File: src/rtl/ws_chain_ctrl_pkg.sv
// Shared types and 100 MHz timing defaults for the WS281x-style LED chain controller.
// Pure declarations: no latency, no backpressure.
package ws_pkg;

    typedef enum logic [1:0] {
        RET  = 2'd0,
        WAIT = 2'd1,
        LOAD = 2'd2,
        BIT  = 2'd3
    } wsState_t;

    // 10 ns clk: 0.4 us / 0.8 us high, 1.25 us bit, 50 us latch
    localparam int DEF_NUM_LEDS     = 8;
    localparam int DEF_BITS_PER_LED = 24;
    localparam int DEF_T0H          = 40;
    localparam int DEF_T1H          = 80;
    localparam int DEF_TBIT         = 125;
    localparam int DEF_TRET         = 5000;

    function automatic int cntWidth(input int range);
        return (range <= 1) ? 1 : $clog2(range);
    endfunction

endpackage

File: src/rtl/ws_chain_ctrl_if.sv
// Pixel word stream into the chain controller (valid/ready).
// Wires only: no latency; the slave throttles the source with pix_ready.
interface ws_chain_ctrl_if #(
    parameter int BITS_PER_LED = 24
);
    logic                    pix_valid;
    logic [BITS_PER_LED-1:0] pix_data;
    logic                    pix_ready;

    modport master (output pix_valid, output pix_data, input pix_ready);
    modport slave  (input pix_valid, input pix_data, output pix_ready);
endinterface

File: src/rtl/ws_bit_gen.sv
// One bit period of the serial line: dout high for T0H/T1H cycles of a TBIT-cycle period.
// start begins a period on the next cycle (no gap); period_done flags the final cycle; no backpressure.
module ws_bit_gen
    import ws_pkg::*;
#(
    parameter int T0H  = DEF_T0H,
    parameter int T1H  = DEF_T1H,
    parameter int TBIT = DEF_TBIT
) (
    input  logic clk,
    input  logic reset,
    input  logic start,
    input  logic bitVal,
    output logic dout,
    output logic period_done
);
    localparam int PW = cntWidth(TBIT);
    localparam logic [PW-1:0] PH_LAST  = PW'(TBIT - 1);
    localparam logic [PW-1:0] HI0_LAST = PW'(T0H - 1);
    localparam logic [PW-1:0] HI1_LAST = PW'(T1H - 1);

    logic [PW-1:0] phase;
    logic          active;

    // dout is registered, so it is decided from the phase about to begin
    always_ff @(posedge clk or posedge reset) begin
        if (reset) begin
            phase  <= '0;
            active <= 1'b0;
            dout   <= 1'b0;
        end else if (start) begin
            phase  <= '0;
            active <= 1'b1;
            dout   <= 1'b1;
        end else if (active) begin
            if (phase == PH_LAST) begin
                phase  <= '0;
                active <= 1'b0;
                dout   <= 1'b0;
            end else begin
                phase <= phase + 1'b1;
                dout  <= (phase < (bitVal ? HI1_LAST : HI0_LAST));
            end
        end
    end

    assign period_done = active && (phase == PH_LAST);

endmodule

File: src/rtl/ws_chain_ctrl.sv
// Frame sequencer for an LED chain: RET latch, WAIT for go (WS_AUTO_REFRESH_EN: restart unconditionally), LOAD a pixel, BIT it out MSB first.
// Bit timing fixed by parameters; a LOAD stalls indefinitely on pix_valid=0 with dout held low.
module ws_chain_ctrl
    import ws_pkg::*;
#(
    parameter int NUM_LEDS     = DEF_NUM_LEDS,
    parameter int BITS_PER_LED = DEF_BITS_PER_LED,
    parameter int T0H          = DEF_T0H,
    parameter int T1H          = DEF_T1H,
    parameter int TBIT         = DEF_TBIT,
    parameter int TRET         = DEF_TRET
) (
    input  logic                            clk,
    input  logic                            reset,
    input  logic                            go,
    ws_chain_ctrl_if.slave                  pix,
    output logic                            dout,
    output logic                            busy,
    output logic                            frame_done,
    output logic [cntWidth(NUM_LEDS)-1:0]   led_index
);
    localparam int RW = cntWidth(TRET);
    localparam int BW = cntWidth(BITS_PER_LED);
    localparam int LW = cntWidth(NUM_LEDS);
    localparam logic [RW-1:0] RET_LAST = RW'(TRET - 1);
    localparam logic [BW-1:0] BIT_LAST = BW'(BITS_PER_LED - 1);
    localparam logic [LW-1:0] LED_LAST = LW'(NUM_LEDS - 1);

    wsState_t                state;
    wsState_t                nextState;
    logic [RW-1:0]           retCnt;
    logic [BW-1:0]           bitCnt;
    logic [BITS_PER_LED-1:0] shiftReg;
    logic                    xfer;
    logic                    bitStart;
    logic                    frameEnd;
    logic                    periodDone;
    logic                    lastBit;
    logic                    lastLed;

    assign lastBit = (bitCnt == BIT_LAST);
    assign lastLed = (led_index == LED_LAST);

    always_ff @(posedge clk or posedge reset) begin
        if (reset) begin
            state <= RET;
        end else begin
            state <= nextState;
        end
    end

    always_comb begin
        nextState = state;
        xfer      = 1'b0;
        bitStart  = 1'b0;
        frameEnd  = 1'b0;
        case (state)
            RET: begin
                if (retCnt == RET_LAST) nextState = WAIT;
            end
            WAIT: begin
`ifdef WS_AUTO_REFRESH_EN
                nextState = LOAD;
`else
                if (go) nextState = LOAD;
`endif
            end
            LOAD: begin
                if (pix.pix_valid) begin
                    xfer      = 1'b1;
                    bitStart  = 1'b1;
                    nextState = BIT;
                end
            end
            BIT: begin
                // next bit of the same LED starts straight away, no gap cycle
                if (periodDone) begin
                    if (!lastBit) begin
                        bitStart = 1'b1;
                    end else if (!lastLed) begin
                        nextState = LOAD;
                    end else begin
                        nextState = RET;
                        frameEnd  = 1'b1;
                    end
                end
            end
            default: nextState = RET;
        endcase
    end

    always_ff @(posedge clk or posedge reset) begin
        if (reset) begin
            retCnt     <= '0;
            bitCnt     <= '0;
            shiftReg   <= '0;
            led_index  <= '0;
            frame_done <= 1'b0;
        end else begin
            frame_done <= frameEnd;
            if ((state == RET) && (retCnt != RET_LAST)) retCnt <= retCnt + 1'b1;
            else                                         retCnt <= '0;
            if (state == WAIT) led_index <= '0;
            if (xfer) begin
                shiftReg <= pix.pix_data;
                bitCnt   <= '0;
            end else if ((state == BIT) && periodDone) begin
                if (!lastBit) begin
                    shiftReg <= shiftReg << 1;
                    bitCnt   <= bitCnt + 1'b1;
                end else if (!lastLed) begin
                    led_index <= led_index + 1'b1;
                end
            end
        end
    end

    assign busy          = (state == LOAD) || (state == BIT);
    assign pix.pix_ready = (state == LOAD);

    ws_bit_gen #(
        .T0H  (T0H),
        .T1H  (T1H),
        .TBIT (TBIT)
    ) u_bit_gen (
        .clk         (clk),
        .reset       (reset),
        .start       (bitStart),
        .bitVal      (shiftReg[BITS_PER_LED-1]),
        .dout        (dout),
        .period_done (periodDone)
    );

endmodule

File: src/flat_wrapper.sv
// flat-port wrapper written by rule: the top's interface ports become plain ports
module ws_chain_ctrl_flat import ws_pkg::*;
#(
    parameter int NUM_LEDS     = DEF_NUM_LEDS,
    parameter int BITS_PER_LED = DEF_BITS_PER_LED,
    parameter int T0H          = DEF_T0H,
    parameter int T1H          = DEF_T1H,
    parameter int TBIT         = DEF_TBIT,
    parameter int TRET         = DEF_TRET
)
  (clk, reset, go, dout, busy, frame_done, led_index, pix_pix_valid, pix_pix_data, pix_pix_ready);
  ws_chain_ctrl_if #(.BITS_PER_LED(BITS_PER_LED)) pix_i ();
  input  logic clk;
  input  logic reset;
  input  logic go;
  output logic dout;
  output logic busy;
  output logic frame_done;
  output logic [cntWidth(NUM_LEDS)-1:0] led_index;
  input wire logic [$bits(pix_i.pix_valid)-1:0] pix_pix_valid;
  input wire logic [$bits(pix_i.pix_data)-1:0] pix_pix_data;
  output wire logic [$bits(pix_i.pix_ready)-1:0] pix_pix_ready;
  assign pix_i.pix_valid = pix_pix_valid;
  assign pix_i.pix_data = pix_pix_data;
  assign pix_pix_ready = pix_i.pix_ready;
  ws_chain_ctrl #(.NUM_LEDS(NUM_LEDS), .BITS_PER_LED(BITS_PER_LED), .T0H(T0H), .T1H(T1H), .TBIT(TBIT), .TRET(TRET)) u_core (.clk(clk), .reset(reset), .go(go), .pix(pix_i), .dout(dout), .busy(busy), .frame_done(frame_done), .led_index(led_index));
endmodule
File: config.mk
export PLATFORM = sky130hd
export DESIGN_NAME = ws_chain_ctrl_flat
export DESIGN_NICKNAME = d
export VERILOG_FILES = /design/src/rtl/ws_chain_ctrl_pkg.sv /design/src/rtl/ws_chain_ctrl_if.sv /design/src/rtl/ws_bit_gen.sv /design/src/rtl/ws_chain_ctrl.sv /design/src/flat_wrapper.sv
export SDC_FILE = /design/constraint.sdc
export NUM_CORES = 1
export LEC_CHECK = 0
export ABC_AREA = 0
export CORE_ASPECT_RATIO = 2
export CORE_UTILIZATION = 35
export DETAILED_ROUTE_END_ITERATION = 6
export DONT_BUFFER_PORTS = 1
export HOLD_SLACK_MARGIN = 0.05
export PLACE_DENSITY = 0.58
export SYNTH_ARGS = -nofsm -noshare
export SYNTH_HDL_FRONTEND = slang
export SYNTH_SLANG_ARGS = --single-unit
File: constraint.sdc
create_clock -name clk -period 2.1 [get_ports clk]
set_input_delay 0.21 -clock clk [delete_from_list [all_inputs] [get_ports clk]]
set_output_delay 0.21 -clock clk [all_outputs]
set_load 0.03 [all_outputs]
==> metrics.md, run 1 <==
| Metric | Value |
|---|---|
| Area leader, netlist | dfrtp_1 |
| Die span in y | 129.5 um |
| # rows | between 40 and 50 |
| DR vias/cell | 5.230 |
| Crit-path max FO | 7 |
| Die width | between 60 and 70 um |
| First-pass iteration count of the detailed router | 4 |
| Final Hold Fails | 0 |
| Max Slew Vio Count | 0 |
| Main synth FF type | dfrtp_1 |
| GRT overflow | 0 |
| CTS sink cnt | 57 |
| Global-route wire length before repair | 9929 um |
| Fin nets | 363 |
| Crit Path Category | register to register |
| PnR worst setup slack | 0.3139 ns |
| Initial drt markers | between 100 and 150 |
| Period utilization | 85.05% |
| Fin crit period | about 1.8 ns |
| Die area | 8520 sq um |
| Core area | 7885 sq um |
| Clock transition at path regs | 0.05 ns |
| Leakage | 1.547 nW |
| Highest clock rate | approximately 0.56 GHz |
| Startpoint types | register |
| Clk_lat worst skew | 0.32 ns |
| Initial Util | 36.10% |
| Gate Count Post-Synth | 312 |
| Worst path arrival time | approximately 2.0 ns |
| CTS tree | yes |
| Number of buffers created by CTS | 9 |
| Syn nets | 349 |
| Distinct cells, synth | 40 |
| Number of synthesized flops with an enable pin | 0 |
| Status | completed |
| Power, Total | ~2.7 mW |
| Via Count | 2233 |
| DP Worst Slack | between 0.3 and 0.4 ns |
| Longest Clk Path Bufs | 2 |
| Cell at the slowest stage of the critical path | dfrtp_1 |
| Post-synthesis sequential area ratio | 50.11% |
| Syn avg cell area | approximately 9.1 sq um |
| Initial antenna violation count | 0 |
| H-tree depth | 3 |
| ANT nets after route | 0 |
| Synthesized area | roughly 2800 sq um |
| Share of cells above drive strength 1 | 8.157% |
| GRT Total Usage | 15.57% |
| Share of synthesized flip-flops with an asynchronous set or reset | between 90% and 100% |
| Top cells by area, synth | dfrtp_1 50%, a21oi_1 7.0%, nand2_1 6.2% |
| Warnings from Yosys | 0 |
| Worst slew margin | about two thirds |
| Data required time of the worst path | between 2 and 2.5 ns |
| Hold Crit Start | pix_pix_data[23] |
| Max-capacitance violation count | 0 |
| P&R area growth vs syn | 19.60% |
| Buffer and inverter count on the worst path | 1 |
| Worst slew pin tran | 0.5240 ns |
| Worst path top cell family by delay | simple AND/OR/NAND/NOR gates |
| Largest net degree at the start of global routing | 38 |
| Most frequent cells after synthesis | 57 x dfrtp_1, 47 x nand2_1, 46 x nor2_1, 40 x a21oi_1, 11 x inv_1 |
| TNS Setup | 0 ns |
| Clock root buffer | clkbuf_16 |
| I/O Pins | 35 |
| Vias in the first global route | 2139 |
| Cell chain of the critical path | inv_1 > ha_1 > and2_1 > nand4_1 > or3_1 > a21oi_1 |
| Crit. End Element | register |
| Drc violations | 0 |
| Worst path max stage delay | roughly 0.43 ns |
| IO Port Bufs | 0 |
| Min-Delay Path Class | input port to register |
| HPWL Detailed | 4274 um |
| Gpl congestion | ~0.79 |
| Total wire length | 6126 um |
| RSZ-0062 raised after global routing | false |
| Post-cts gate resize count | 0 |
| Origin of the critical flop-to-flop path | u_core.u_bit_gen.phase[0] |
| Crit path from | u_core.u_bit_gen.phase[0] |
| Ant diodes | 0 |
| Synth top area share | 50.11% |
| Peak supply drop | 0.0004488 V |
| Final setup vio count | 0 |
| Avg WL per Cell | ~14 um |
| Yosys reg bits | 57 |
| Most numerous cell in the Yosys netlist | dfrtp_1 |
| Clock Skews | 0.005566 ns |
| PwrDens | 798.5 nW/um^2 |
[cells in the final DEF (no fill, tap or decap), types with 2 or more instances in the layout]
cell type,instances
nand4_1,8
o211ai_1,2
a31oi_1,8
clkbuf_16,9
dlygate4sd3_1,15
ha_1,9
buf_4,6
nand3_1,6
xnor2_1,10
nor4_1,3
and2_1,4
or3_1,3
nor3_1,7
mux2i_1,3
a21oi_1,40
nand2b_1,2
nor2_1,46
inv_1,10
clkinv_2,2
dfrtp_1,57
xor2_1,6
and4_1,2
bufinv_16,2
buf_12,2
o21ai_0,4
nand2_1,47
[where the power goes]
group | total [mW] | leakage [nW] | switching, mW | internal [mW]
logic | 0.0498 | 0.778 | 0.0267 | 0.0231
clock network | 1.57 | 0.159 | 0.502 | 1.07
registers | 1.10 | 0.610 | 0 | 1.10
total | 2.72 | 1.55 | 0.529 | 2.19
[cell families after synthesis]
family          Yosys count  share of synthesized area, %
compound gates           60                         11.96
xor+xnor                 16                         4.923
fa+ha+maj                 9                         3.956
buf+inv                  31                         5.626
flops                    57                         50.11
mux                       3                         1.055
simple gates            136                         22.37
[final timing paths]
check | cells after the start | end | slack, ns
worst min register to register | 1 | u_core.retCnt[0] | 0.46
worst max register to register | 6 | u_core.bitCnt[3] | 0.31
max in group asynchronous | 3 | u_core.u_bit_gen.phase[4] | 1.16
min in group asynchronous | 2 | u_core.retCnt[8] | 0.37
worst min-delay path | 2 | u_core.shiftReg[23] | 0.05
worst max-delay path | 6 | u_core.bitCnt[3] | 0.31
[area by class of cell]
cell class | count | area [sq um]
sequential | 57 | 1426
clock buffer | 11 | 242.7
multi-input combinational | 224 | 1260
fill | 731 | 4481
clock inverter | 5 | 78.83
tap | 96 | 120.1
timing repair buffer | 23 | 235.2
inverter | 11 | 41.29
[through the flow]
stage | hold slack [ns] | instance area (sq um) | util [%] | std cells
6_report | 0.05355 | 3405 | 43.18 | 427
5_1_grt | 0.05409 | 3405 | 43.18 | 427
4_1_cts | 0.05006 | 3405 | 43.18 | 427
3_5_place_dp | 0.1497 | 2933 | 37.19 | 396
3_3_place_gp | 0.1446 | 2933 | 37.19 | 396
2_1_floorplan | 0.3154 | 2846 | - | 312
[sequential cells by signal, summed over array words and instances (netlist names)]
name / flops
u_core.shiftReg: 24
u_core.u_bit_gen.dout: 1
u_core.retCnt: 13
u_core.u_bit_gen.phase: 7
u_core.u_bit_gen.active: 1
u_core.bitCnt: 5
u_core.led_index: 3
u_core.state: 2
u_core.frame_done: 1
[metal layers]
layer | share of wire, % | GRT usage (%) | up-vias
met5 | 0 | 0 | -
met1 | 40 | 16.59 | 1091
met4 | 2.8 | 8.056 | 0
li1 | - | - | 1093
met3 | 3.1 | 4.137 | 13
met2 | 54 | 27.31 | 36
[repair_timing]
action / CTS / global route
hold endpoints to repair: 34 / 0
buffers inserted: 0 / 0
hold buffers: 15 / 0
No activity file was read; power rests on OpenSTA's default activity.
==> inputs of run 2 (changes only) <==
- REMOVE_ABC_BUFFERS: unset -> 1
- TNS_END_PERCENT: unset -> 10
==> metrics.md, run 2 (synthesis results as in run 1) <==
| Metric | Value |
|---|---|
| Clock transition at path regs | 0.05 ns (about the same) |
| Clk_lat worst skew | 0.33 ns (about the same) |
| Fin nets | 372 (+2.5%) |
| Power, Total | 2.748 mW (+1.1%) |
| Crit. End Element | register |
| Via Count | 2309 (+3.4%) |
| CTS sink cnt | 57 (unchanged) |
| FF/Latch Area | 1426 sq um (unchanged) |
| Worst path arrival time | 2.00 ns (-0.04 ns) |
| First-pass iteration count of the detailed router | 4 (unchanged) |
| Origin of the critical flop-to-flop path | u_core.u_bit_gen.phase[0] |
| Fin crit period | 1.789 ns (+0.002845 ns) |
| Vias in the first global route | 2387 (+12%) |
| R2R Setup Slk | 0.31 ns (about the same) |
| RSZ-0062 raised after global routing | false |
| Max-capacitance violation count | 0 (unchanged) |
| Hold Crit Start | pix_pix_data[1] |
| Largest net degree at the start of global routing | 33 (-13%) |
| Avg WL per Cell | 14.48 um (+0.93%) |
| Drc violations | 0 (unchanged) |
| Highest clock rate | 0.5590 GHz (-0.16%) |
| IO Port Bufs | 0 (unchanged) |
| Most frequent cells in the layout | 57 x dfrtp_1, 47 x nand2_1, 46 x nor2_1, 40 x a21oi_1, 21 x dlygate4sd3_1 |
| Largest register FFs | 24 (unchanged) |
| Die area | 8520 sq um (unchanged) |
| Min-Delay Path Class | input port to register |
| Hold Path End | u_core.shiftReg[1] |
| DR vias/cell | 5.296 (+1.3%) |
| Initial Util | 36.10% (unchanged) |
| Die width | 65.77 um (unchanged) |
| Multi-input logic area | 1260 sq um (unchanged) |
| # rows | 46 (unchanged) |
| Post-cts gate resize count | 0 (unchanged) |
| Ant diodes | 0 (unchanged) |
| Crit-path max FO | 25 (+18) |
| Non-filler cells in the finished layout | 436 (+2.1%) |
| Initial drt markers | 79 (-28%) |
| Clock Skews | 0.005248 ns (-0.0003181 ns) |
| Clock root buffer | clkbuf_16 |
| Reg with most FFs | u_core.shiftReg |
| GRT overflow | 0 (unchanged) |
| I/O Pins | 35 (unchanged) |
| P&R area growth vs syn | 22.15% |
| Longest Clk Path Bufs | 2 (unchanged) |
| Period utilization | 85.19% (+0.14 points) |
| FF-to-FF path depth | 8 (+2) |
| Share of cells above drive strength 1 | 8.235% (+0.078 points) |
| Peak supply drop | 0.0005351 V (+19%) |
| Total wire length | 6313 um (+3.1%) |
| Worst R2R End | u_core.shiftReg[23] |
| Final setup vio count | 0 (unchanged) |
| PwrDens | 790.2 nW/um^2 (-1.0%) |
| TNS Setup | 0 ns (unchanged) |
| Crit Path Category | register to register |
| H-tree depth | 3 (unchanged) |
| Gpl congestion | 0.8402 (+6.1%) |
| Core area | 7885 sq um (unchanged) |
| Data required time of the worst path | 2.31 ns (-0.04 ns) |
| Post-CTS Setup Repair Bufs | 0 (unchanged) |
| Initial antenna violation count | 0 (unchanged) |
| CTS tree | yes |
| ANT nets after route | 0 (unchanged) |
| Worst slew pin tran | 0.5984 ns (+0.07437 ns) |
| Final Hold Fails | 0 (unchanged) |
| Startpoint types | register |
| Worst slew margin | 60.05% (-5.0 points) |
| HPWL Detailed | 4359 um (+2.0%) |
| Biggest regs | u_core.shiftReg x24, u_core.retCnt x13, u_core.u_bit_gen.phase x7 |
| Dpl cells | 399 (+0.76%) |
| Hold Path Depth | 2 (unchanged) |
| GRT Total Usage | 16.91% (+1.3 points) |
| Max Slew Vio Count | 0 (unchanged) |
| Number of buffers created by CTS | 9 (unchanged) |
| Leakage | 1.582 nW (+2.3%) |
| Status | completed |
| Die span in y | 129.5 um (unchanged) |
| Fillers | 752 (+2.9%) |
| Commonest non-fill, non-tap cell in the layout | dfrtp_1 |
| Global-route wire length before repair | 10830 um (+9.0%) |
## run 2: cell count changes in the layout (fill, tap and decap cells not counted)
cell,before,now
buf_12,2,1
dlygate4sd3_1,15,21
buf_4,6,10
clkbuf_8,1,2
clkbuf_1,1,3
clkinv_4,1,0
clkinv_2,2,0
## run 2: critical path: stages, from the launching register on
cell and delay, ns:
dfrtp_1 0.43, inv_1 0.06, ha_1 0.19, and2_1 0.15, buf_4 0.16, and4_2 0.20, buf_4 0.21, a21oi_1 0.18
a21oi_1 0.08
## run 2: metrics by stage
step / util (%) / worst slack [ns] / hold WS [ns] / instance area, sq um
finish: 44.10 / 0.3111 / 0.05828 / 3477
global placement: 37.32 / 0.3419 / 0.1913 / 2943
global route: 44.10 / 0.1768 / 0.06833 / 3477
CTS: 44.10 / 0.3097 / 0.05227 / 3477
detailed placement: 37.32 / 0.3268 / 0.1991 / 2943
floorplan: - / -0.1869 / 0.3154 / 2728
## run 2: worst max path at each step
stage / start / endpoint / slack [ns] / cells past startpoint
floorplan: u_core.u_bit_gen.phase[0] / u_core.bitCnt[3] / -0.19 / 6
global placement: u_core.u_bit_gen.phase[0] / u_core.shiftReg[13] / 0.34 / 8
detailed placement: u_core.u_bit_gen.phase[0] / u_core.shiftReg[1] / 0.33 / 8
CTS: u_core.u_bit_gen.phase[0] / u_core.shiftReg[1] / 0.31 / 8
global route: u_core.u_bit_gen.phase[0] / u_core.shiftReg[14] / 0.18 / 8
finish: u_core.u_bit_gen.phase[0] / u_core.shiftReg[23] / 0.31 / 8
## run 2: per-layer routing
metal	vias up	global-route usage [%]	wire [um]
met4	0	10.61	199
met3	13	3.609	144
met1	1147	16.39	2384
met2	40	31.09	3584
li1	1109	-	-
met5	-	0	0
## run 2: cell type report
cell class,count,area share (%)
flip-flops and latches,57,41.02
multi-input cells,224,36.24
repair buffers,32,8.780
clock buffers,14,7.593
well taps,96,3.454
clock inverters,2,1.727
inverters,11,1.187
## run 2: what timing repair did
| item | CTS | global route |
|---|---|---|
| setup endpoints to repair | 0 | 0 |
| hold endpoints to repair | 45 | 0 |
| hold buffers | 21 | 0 |
## run 2: power by group
part	switching [mW]	internal, mW	total, mW
Sequential	0	1.10	1.10
Combinational	0.0291	0.0305	0.0595
Clock	0.485	1.10	1.59
